==> src/rtl/sgpr_pkg.sv <==
// Shared sizing defaults and the pipe stage record for the SGPR SIMD/SIMF write path.
package sgpr_pkg;

   localparam int SGPR_ADDR_W         = 9;
   localparam int SGPR_DATA_W         = 64;
   localparam int SGPR_NUM_SIMX_PORTS = 8;

   // One in-flight masked write as it travels down the read-modify-write pipe.
   typedef struct packed {
      logic                   vld;
      logic [SGPR_ADDR_W-1:0] addr;
      logic [SGPR_DATA_W-1:0] data;
      logic [SGPR_DATA_W-1:0] mask;
   } sgpr_stage_t;

endpackage

==> src/rtl/sgpr_rr_arbiter.sv <==
// Round-robin arbiter: one-hot grant to the first requester at or after the pointer.
// The pointer moves to one past the winner, so a port only wins twice in a row when alone.
module sgpr_rr_arbiter
   import sgpr_pkg::*;
#(
   parameter int NUM_PORTS = SGPR_NUM_SIMX_PORTS,
   localparam int PTR_W    = $clog2(NUM_PORTS)
) (
   input  logic                 clk,
   input  logic                 rst,
   input  logic [NUM_PORTS-1:0] req,
   output logic [NUM_PORTS-1:0] grant,
   output logic                 grant_any,
   output logic [PTR_W-1:0]     grant_idx
);

   logic [PTR_W-1:0] ptr;

   // Search the requesters in rotated order starting at the pointer; nothing is granted in reset.
   always_comb begin
      grant     = '0;
      grant_any = 1'b0;
      grant_idx = '0;
      for (int i = 0; i < NUM_PORTS; i++) begin
         if (!grant_any && !rst && req[(int'(ptr) + i) % NUM_PORTS]) begin
            grant_any = 1'b1;
            grant_idx = PTR_W'((int'(ptr) + i) % NUM_PORTS);
         end
      end
      if (grant_any) grant[grant_idx] = 1'b1;
   end

   // Advance the pointer past the winner; hold it when nobody asks.
   always_ff @(posedge clk) begin
      if (rst) begin
         ptr <= '0;
      end else if (grant_any) begin
         ptr <= (int'(grant_idx) == NUM_PORTS - 1) ? '0 : grant_idx + PTR_W'(1);
      end
   end

endmodule

==> src/rtl/sgpr_simx_rmw_wr_pipe.sv <==
// Pipelined masked SGPR write port: arbitrate (S0), issue RF read (S1), merge with
// forwarding (S2), write to RF (S3). W keeps the previous write for one more cycle
// because the RF returns old data when read and write hit the same entry together.
module sgpr_simx_rmw_wr_pipe
   import sgpr_pkg::*;
#(
   parameter int NUM_PORTS = SGPR_NUM_SIMX_PORTS,
   parameter int ADDR_W    = SGPR_ADDR_W,
   parameter int DATA_W    = SGPR_DATA_W
) (
   input  logic                        clk,
   input  logic                        rst,
   input  logic [NUM_PORTS-1:0]        req_valid,
   output logic [NUM_PORTS-1:0]        req_ready,
   input  logic [NUM_PORTS*ADDR_W-1:0] req_addr,
   input  logic [NUM_PORTS*DATA_W-1:0] req_data,
   input  logic [NUM_PORTS*DATA_W-1:0] req_mask,
   output logic [ADDR_W-1:0]           rf_rd_addr,
   input  logic [DATA_W-1:0]           rf_rd_data,
   output logic                        rf_wr_en,
   output logic [ADDR_W-1:0]           rf_wr_addr,
   output logic [DATA_W-1:0]           rf_wr_data,
   output logic                        issue_valu_dest_reg_valid,
   output logic [ADDR_W-1:0]           issue_valu_dest_addr,
   output logic                        busy
);

   localparam int PTR_W = $clog2(NUM_PORTS);

   function automatic logic [DATA_W-1:0] rmw_merge(input logic [DATA_W-1:0] new_d,
                                                   input logic [DATA_W-1:0] mask,
                                                   input logic [DATA_W-1:0] old_d);
      return (new_d & mask) | (old_d & ~mask);
   endfunction

   logic                 grant_any;
   logic [PTR_W-1:0]     grant_idx;
   logic [ADDR_W-1:0]    addr_p0;
   logic [DATA_W-1:0]    data_p0, mask_p0;
   logic                 vld_p1, vld_p2, vld_p4;
   logic [ADDR_W-1:0]    addr_p1, addr_p2, addr_p4;
   logic [DATA_W-1:0]    data_p1, mask_p1, data_p2, mask_p2, data_p4;
   logic [DATA_W-1:0]    old_p2, merged_p2;

   sgpr_rr_arbiter #(.NUM_PORTS(NUM_PORTS)) u_arb (
      .clk       (clk),
      .rst       (rst),
      .req       (req_valid),
      .grant     (req_ready),
      .grant_any (grant_any),
      .grant_idx (grant_idx)
   );

   // S0: pick the granted port's payload.
   always_comb begin
      addr_p0 = req_addr[int'(grant_idx)*ADDR_W +: ADDR_W];
      data_p0 = req_data[int'(grant_idx)*DATA_W +: DATA_W];
      mask_p0 = req_mask[int'(grant_idx)*DATA_W +: DATA_W];
   end

   // S0 -> S1: capture the accepted request; its address drives the RF read port.
   always_ff @(posedge clk) begin
      if (rst) begin
         vld_p1  <= 1'b0;
         addr_p1 <= '0;
         data_p1 <= '0;
         mask_p1 <= '0;
      end else begin
         vld_p1  <= grant_any;
         addr_p1 <= addr_p0;
         data_p1 <= data_p0;
         mask_p1 <= mask_p0;
      end
   end

   assign rf_rd_addr = addr_p1;

   // S1 -> S2: RF read data lines up with this stage.
   always_ff @(posedge clk) begin
      if (rst) begin
         vld_p2  <= 1'b0;
         addr_p2 <= '0;
         data_p2 <= '0;
         mask_p2 <= '0;
      end else begin
         vld_p2  <= vld_p1;
         addr_p2 <= addr_p1;
         data_p2 <= data_p1;
         mask_p2 <= mask_p1;
      end
   end

   // S2: choose the youngest copy of the target register, then merge under the mask.
   always_comb begin
      if (rf_wr_en && rf_wr_addr == addr_p2) begin
         old_p2 = rf_wr_data;
      end else if (vld_p4 && addr_p4 == addr_p2) begin
         old_p2 = data_p4;
      end else begin
         old_p2 = rf_rd_data;
      end
      merged_p2 = rmw_merge(data_p2, mask_p2, old_p2);
   end

   // S2 -> S3: registered RF write; it lands at the end of this cycle.
   always_ff @(posedge clk) begin
      if (rst) begin
         rf_wr_en   <= 1'b0;
         rf_wr_addr <= '0;
         rf_wr_data <= '0;
      end else begin
         rf_wr_en   <= vld_p2;
         rf_wr_addr <= addr_p2;
         rf_wr_data <= merged_p2;
      end
   end

   // S3 -> W: remember the write the RF is committing so the next read can be corrected.
   always_ff @(posedge clk) begin
      if (rst) begin
         vld_p4  <= 1'b0;
         addr_p4 <= '0;
         data_p4 <= '0;
      end else begin
         vld_p4  <= rf_wr_en;
         addr_p4 <= rf_wr_addr;
         data_p4 <= rf_wr_data;
      end
   end

   assign issue_valu_dest_reg_valid = rf_wr_en;
   assign issue_valu_dest_addr      = rf_wr_addr;
   assign busy                      = vld_p1 | vld_p2 | rf_wr_en;

endmodule

==> config.mk <==
export PLATFORM = sky130hd
export DESIGN_NAME = sgpr_simx_rmw_wr_pipe
export DESIGN_NICKNAME = d
export VERILOG_FILES = /design/src/rtl/sgpr_pkg.sv /design/src/rtl/sgpr_rr_arbiter.sv /design/src/rtl/sgpr_simx_rmw_wr_pipe.sv
export SDC_FILE = /design/constraint.sdc
export NUM_CORES = 1
export LEC_CHECK = 0
export CAP_MARGIN = 20
export CELL_PAD_IN_SITES_DETAIL_PLACEMENT = 1
export CELL_PAD_IN_SITES_GLOBAL_PLACEMENT = 2
export CORE_AREA = 2 2 495 497
export DETAILED_ROUTE_END_ITERATION = 10
export DIE_AREA = 0 0 497 499
export PLACE_DENSITY = 0.5
export SLEW_MARGIN = 20
export SYNTH_ARGS = -nofsm -noshare
export SYNTH_HDL_FRONTEND = slang
export SYNTH_HIERARCHICAL = 1
export SYNTH_SLANG_ARGS = --single-unit
==> constraint.sdc <==
create_clock -name clk -period 13.1 [get_ports clk]
set_input_delay 1.965 -clock clk [delete_from_list [all_inputs] [get_ports clk]]
set_output_delay 1.965 -clock clk [all_outputs]
set_load 0.02 [all_outputs]
==> results by group <==
Clock network
  • Post-CTS Setup Bufs: 0
  • CTS tree: built
  • # hold bufs at CTS: 0
  • Num CTS Buffers: 60
  • Reg clk slew, reported paths: 0.05 ns
  • Root Driver: clkbuf_16
  • Worst-Skew Late Latency: approximately 0.69 ns
  • H-tree depth: 2
  • Post-CTS sizing: 0
  • Clock net sink count: approximately 430
  • Max clock buf depth: 3

Power and ir drop
  • Comb pwr share: 0.664
  • PD cells: 270 mW/mm²
  • Reg power frac: 0.171
  • Internal power: 6260 µW
  • P_sw: 4700 µW
  • Lkg Pwr: 0.0135 µW
  • Sw frac: 0.429
  • Clk pwr share: 0.165
  • Worst vdd ir: 0.343 mV

Global route
  • Pin count of the biggest net entering global routing: 102
  • Total Routing Usage GR: 0.136
  • Global route overflow: 0
  • First-pass GRT wire length: 227 mm
  • Initial antenna violation count: 150
  • Vias in the first global route: 22937

Setup path
  • Reg2Reg Depth: 15
  • Data arrival, critical path: between 5 and 6 ns
  • Setup CP Type: in -> out
  • Data required time of the critical path: around 11 ns
  • Crit path cell chain: clkdlybuf4s50_1, mux4_1, a22oi_1, nand4_1, nor2_1, a21o_1, inv_8, nor3_1, clkdlybuf4s50_1
  • Slowest library cell on the worst path: a22oi_1
  • Critical path's largest stage delay: 0.78 ns
  • Crit-path most repeated cell: clkdlybuf4s50_1
  • Crit path depth: 9
  • Bufs and invs on worst path: 3
  • Crit-path max FO: 39
  • Delay-heaviest family, CP: buffers and inverters
  • CP Capture Type: primary output
  • Worst Setup Start Kind: input port

Die
  • Die width: 497 µm
  • Die Ht: 499 µm
  • # rows: 181
  • Initial core utilization: 0.0910
  • Die area: 0.248 mm²
  • IO Count: 1272
  • Core area: 0.243 mm²

Placed design
  • IO buf count: 1271
  • Cell count after placement: between 6000 and 7000
  • HPWL after DPL: about 150 mm
  • Gpl congestion: 0.853
  • Area after DPL: 0.0383 mm²

Routing
  • Vias/cell: between 3 and 4
  • Routed Wire Length: 174 mm
  • Routed vias: roughly 21000
  • Initial DRC Count: 1170
  • Routed WL per cell: 27.8 µm
  • Antenna-violating nets left: 0
  • First-pass DRT Iterations: 5
  • # DRC: 0

Layout
  • Post-route cell area: 0.0405 mm²
  • Share of cells above drive strength 1: 0.142
  • Cell Count, Final, Fillers Out: 6268
  • Area Overhead vs Synth: 83.7%
  • Final #Nets: 4145

Yosys
  • Area share of fa/ha/maj cells after synthesis: 0.00170
  • Sequential-to-total area share from yosys stat: 0.387
  • Post-synthesis register bit count: between 400 and 500
  • Synth Cell Area: 0.0221 mm²
  • Synth Area in Compound Gates: 0.0385
  • Simple-gate portion of the synthesized area: 0.141
  • Number of synthesis warnings: 6
  • Xor/xnor share of the synthesized area: 0.00947
  • Largest family of logic cells by synthesized area: multiplexers
  • Mapped Cells: 1776
  • Mean Syn Cell Area: 12.4 µm²
  • Asr flop ratio synth: 0
  • Mux contribution to synthesized area: 0.385
  • Ys flop type: dfxtp_1
  • Netlist cell types: 65
  • Post-synth EDFFs: 0
  • Post-Syn Nets: 2949

Timing
  • Slew headroom: 0.372
  • # setup viols final: 0
  • Fmax: 0.126 GHz
  • Final Skew: 0.0181 ns
  • Slew at the pin closest to its max-slew limit: 0.942 ns
  • Period utilization: 0.604
  • Fin crit period: 7.91 ns
  • RSZ-0062 raised after global routing: no
  • Hold Slack: 0.434 ns
  • Hold Vio Cnt, Final: 0
  • Final count of pins violating max slew: 0
  • Setup TNS: 0 ns

Min path
  • Hold path depth: 1
  • Worst Hold Class: reg -> reg

Outcome
  • Status: complete, no violations

Job
  • Max_cap viols: 0
worst reg2reg max path: cells and delay by family (launching register included):
kind	cells	cell delay (ns)
buffers and inverters	4	2.26
multiplexers	3	1.53
AO/OA/AOI/OAI	4	1.09
adder cells (fa/ha/maj)	1	0.73
AND/OR/NAND/NOR	3	0.61
flip-flops	1	0.58
layout make-up:
cell class                      instances  area (µm²)
Clock buffer                           76        1640
Sequential cell                       427        8550
Inverter                               12        70.1
Fill cell                           27664      202000
Multi-Input combinational cell       1176       12700
Timing Repair Buffer                 1295       13000
Clock inverter                         34         488
Tap cell                             3202        4010
Antenna cell                           46         115
layer usage:
metal,up-vias,GRT usage,wire [µm]
li1,9198,-,-
met1,10426,0.157,67400
met3,294,0.0508,17200
met2,1070,0.238,85200
met5,-,0,473
met4,72,0.0289,3860
worst paths after layout:
kind / slack, ns / startpoint / to
worst min register to register: 0.43 / data_p1[60] / data_p2[60]
worst min-delay path: 0.43 / data_p1[60] / data_p2[60]
worst max-delay path: 5.19 / req_valid[5] / req_ready[2]
worst max register to register: 6.16 / u_arb/ptr[1] / mask_p1[21]
cell usage after synthesis, types with 9 or more instances:
master / n / area [µm²]
clkbuf_1: 83 / 312
o311ai_1: 61 / 534
buf_4: 14 / 105
nand2_1: 11 / 41.3
mux4_2: 280 / 6310
buf_2: 39 / 195
buf_1: 14 / 52.6
inv_1: 9 / 33.8
mux2i_1: 206 / 2060
nand3_1: 66 / 330
dfxtp_1: 427 / 8550
nand3b_1: 64 / 480
nor2_1: 151 / 567
xnor2_1: 20 / 175
nor2b_1: 226 / 1410
nor3_1: 12 / 60.1
stage by stage:
step | power [µW] | setup slack (ns) | utilization
after floorplan | 6810 | 6.81 | -
after global placement | 9440 | 5.05 | 0.158
after detailed placement | 9480 | 5.07 | 0.158
after CTS | 11400 | 5.20 | 0.167
after global routing | 11800 | 4.93 | 0.167
final | 11000 | 5.19 | 0.167
layout by cell type (no fill, tap or decap), types with 4 or more instances in the layout:
cell                n
a21oi_1             4
buf_12              4
buf_4              20
bufinv_16          10
clkbuf_1            9
clkbuf_16          61
clkbuf_8            6
clkdlybuf4s50_1  1270
clkinv_2           12
clkinv_4            4
clkinvlp_4          5
dfxtp_1           427
diode_2            46
inv_1               6
mux2i_1           206
mux4_2            280
nand2_1            11
nand3_1            66
nand3b_1           64
nand4_1             6
nor2_1            151
nor2b_1           226
nor3_1             11
nor3b_1             8
o311ai_1           61
xnor2_1            20
cell families after synthesis:
family / after synthesis
adders and majority gates: 3
muxes: 493
buffers and inverters: 173
DFF: 427
and+or+nand+nor: 558
xor gates and xnor gates: 23
AOI/OAI and AO/OA: 99
power by group through the flow:
| stage | clock [µW] | sequential, µW | combinational, µW |
|---|---|---|---|
| floorplan | 0 | 1820 | 4990 |
| global placement | 0 | 1920 | 7520 |
| detailed placement | 0 | 1920 | 7560 |
| CTS | 1910 | 1890 | 7580 |
| global route | 1940 | 1920 | 7900 |
| finish | 1800 | 1880 | 7280 |
No activity file was read; power rests on OpenSTA's default activity.
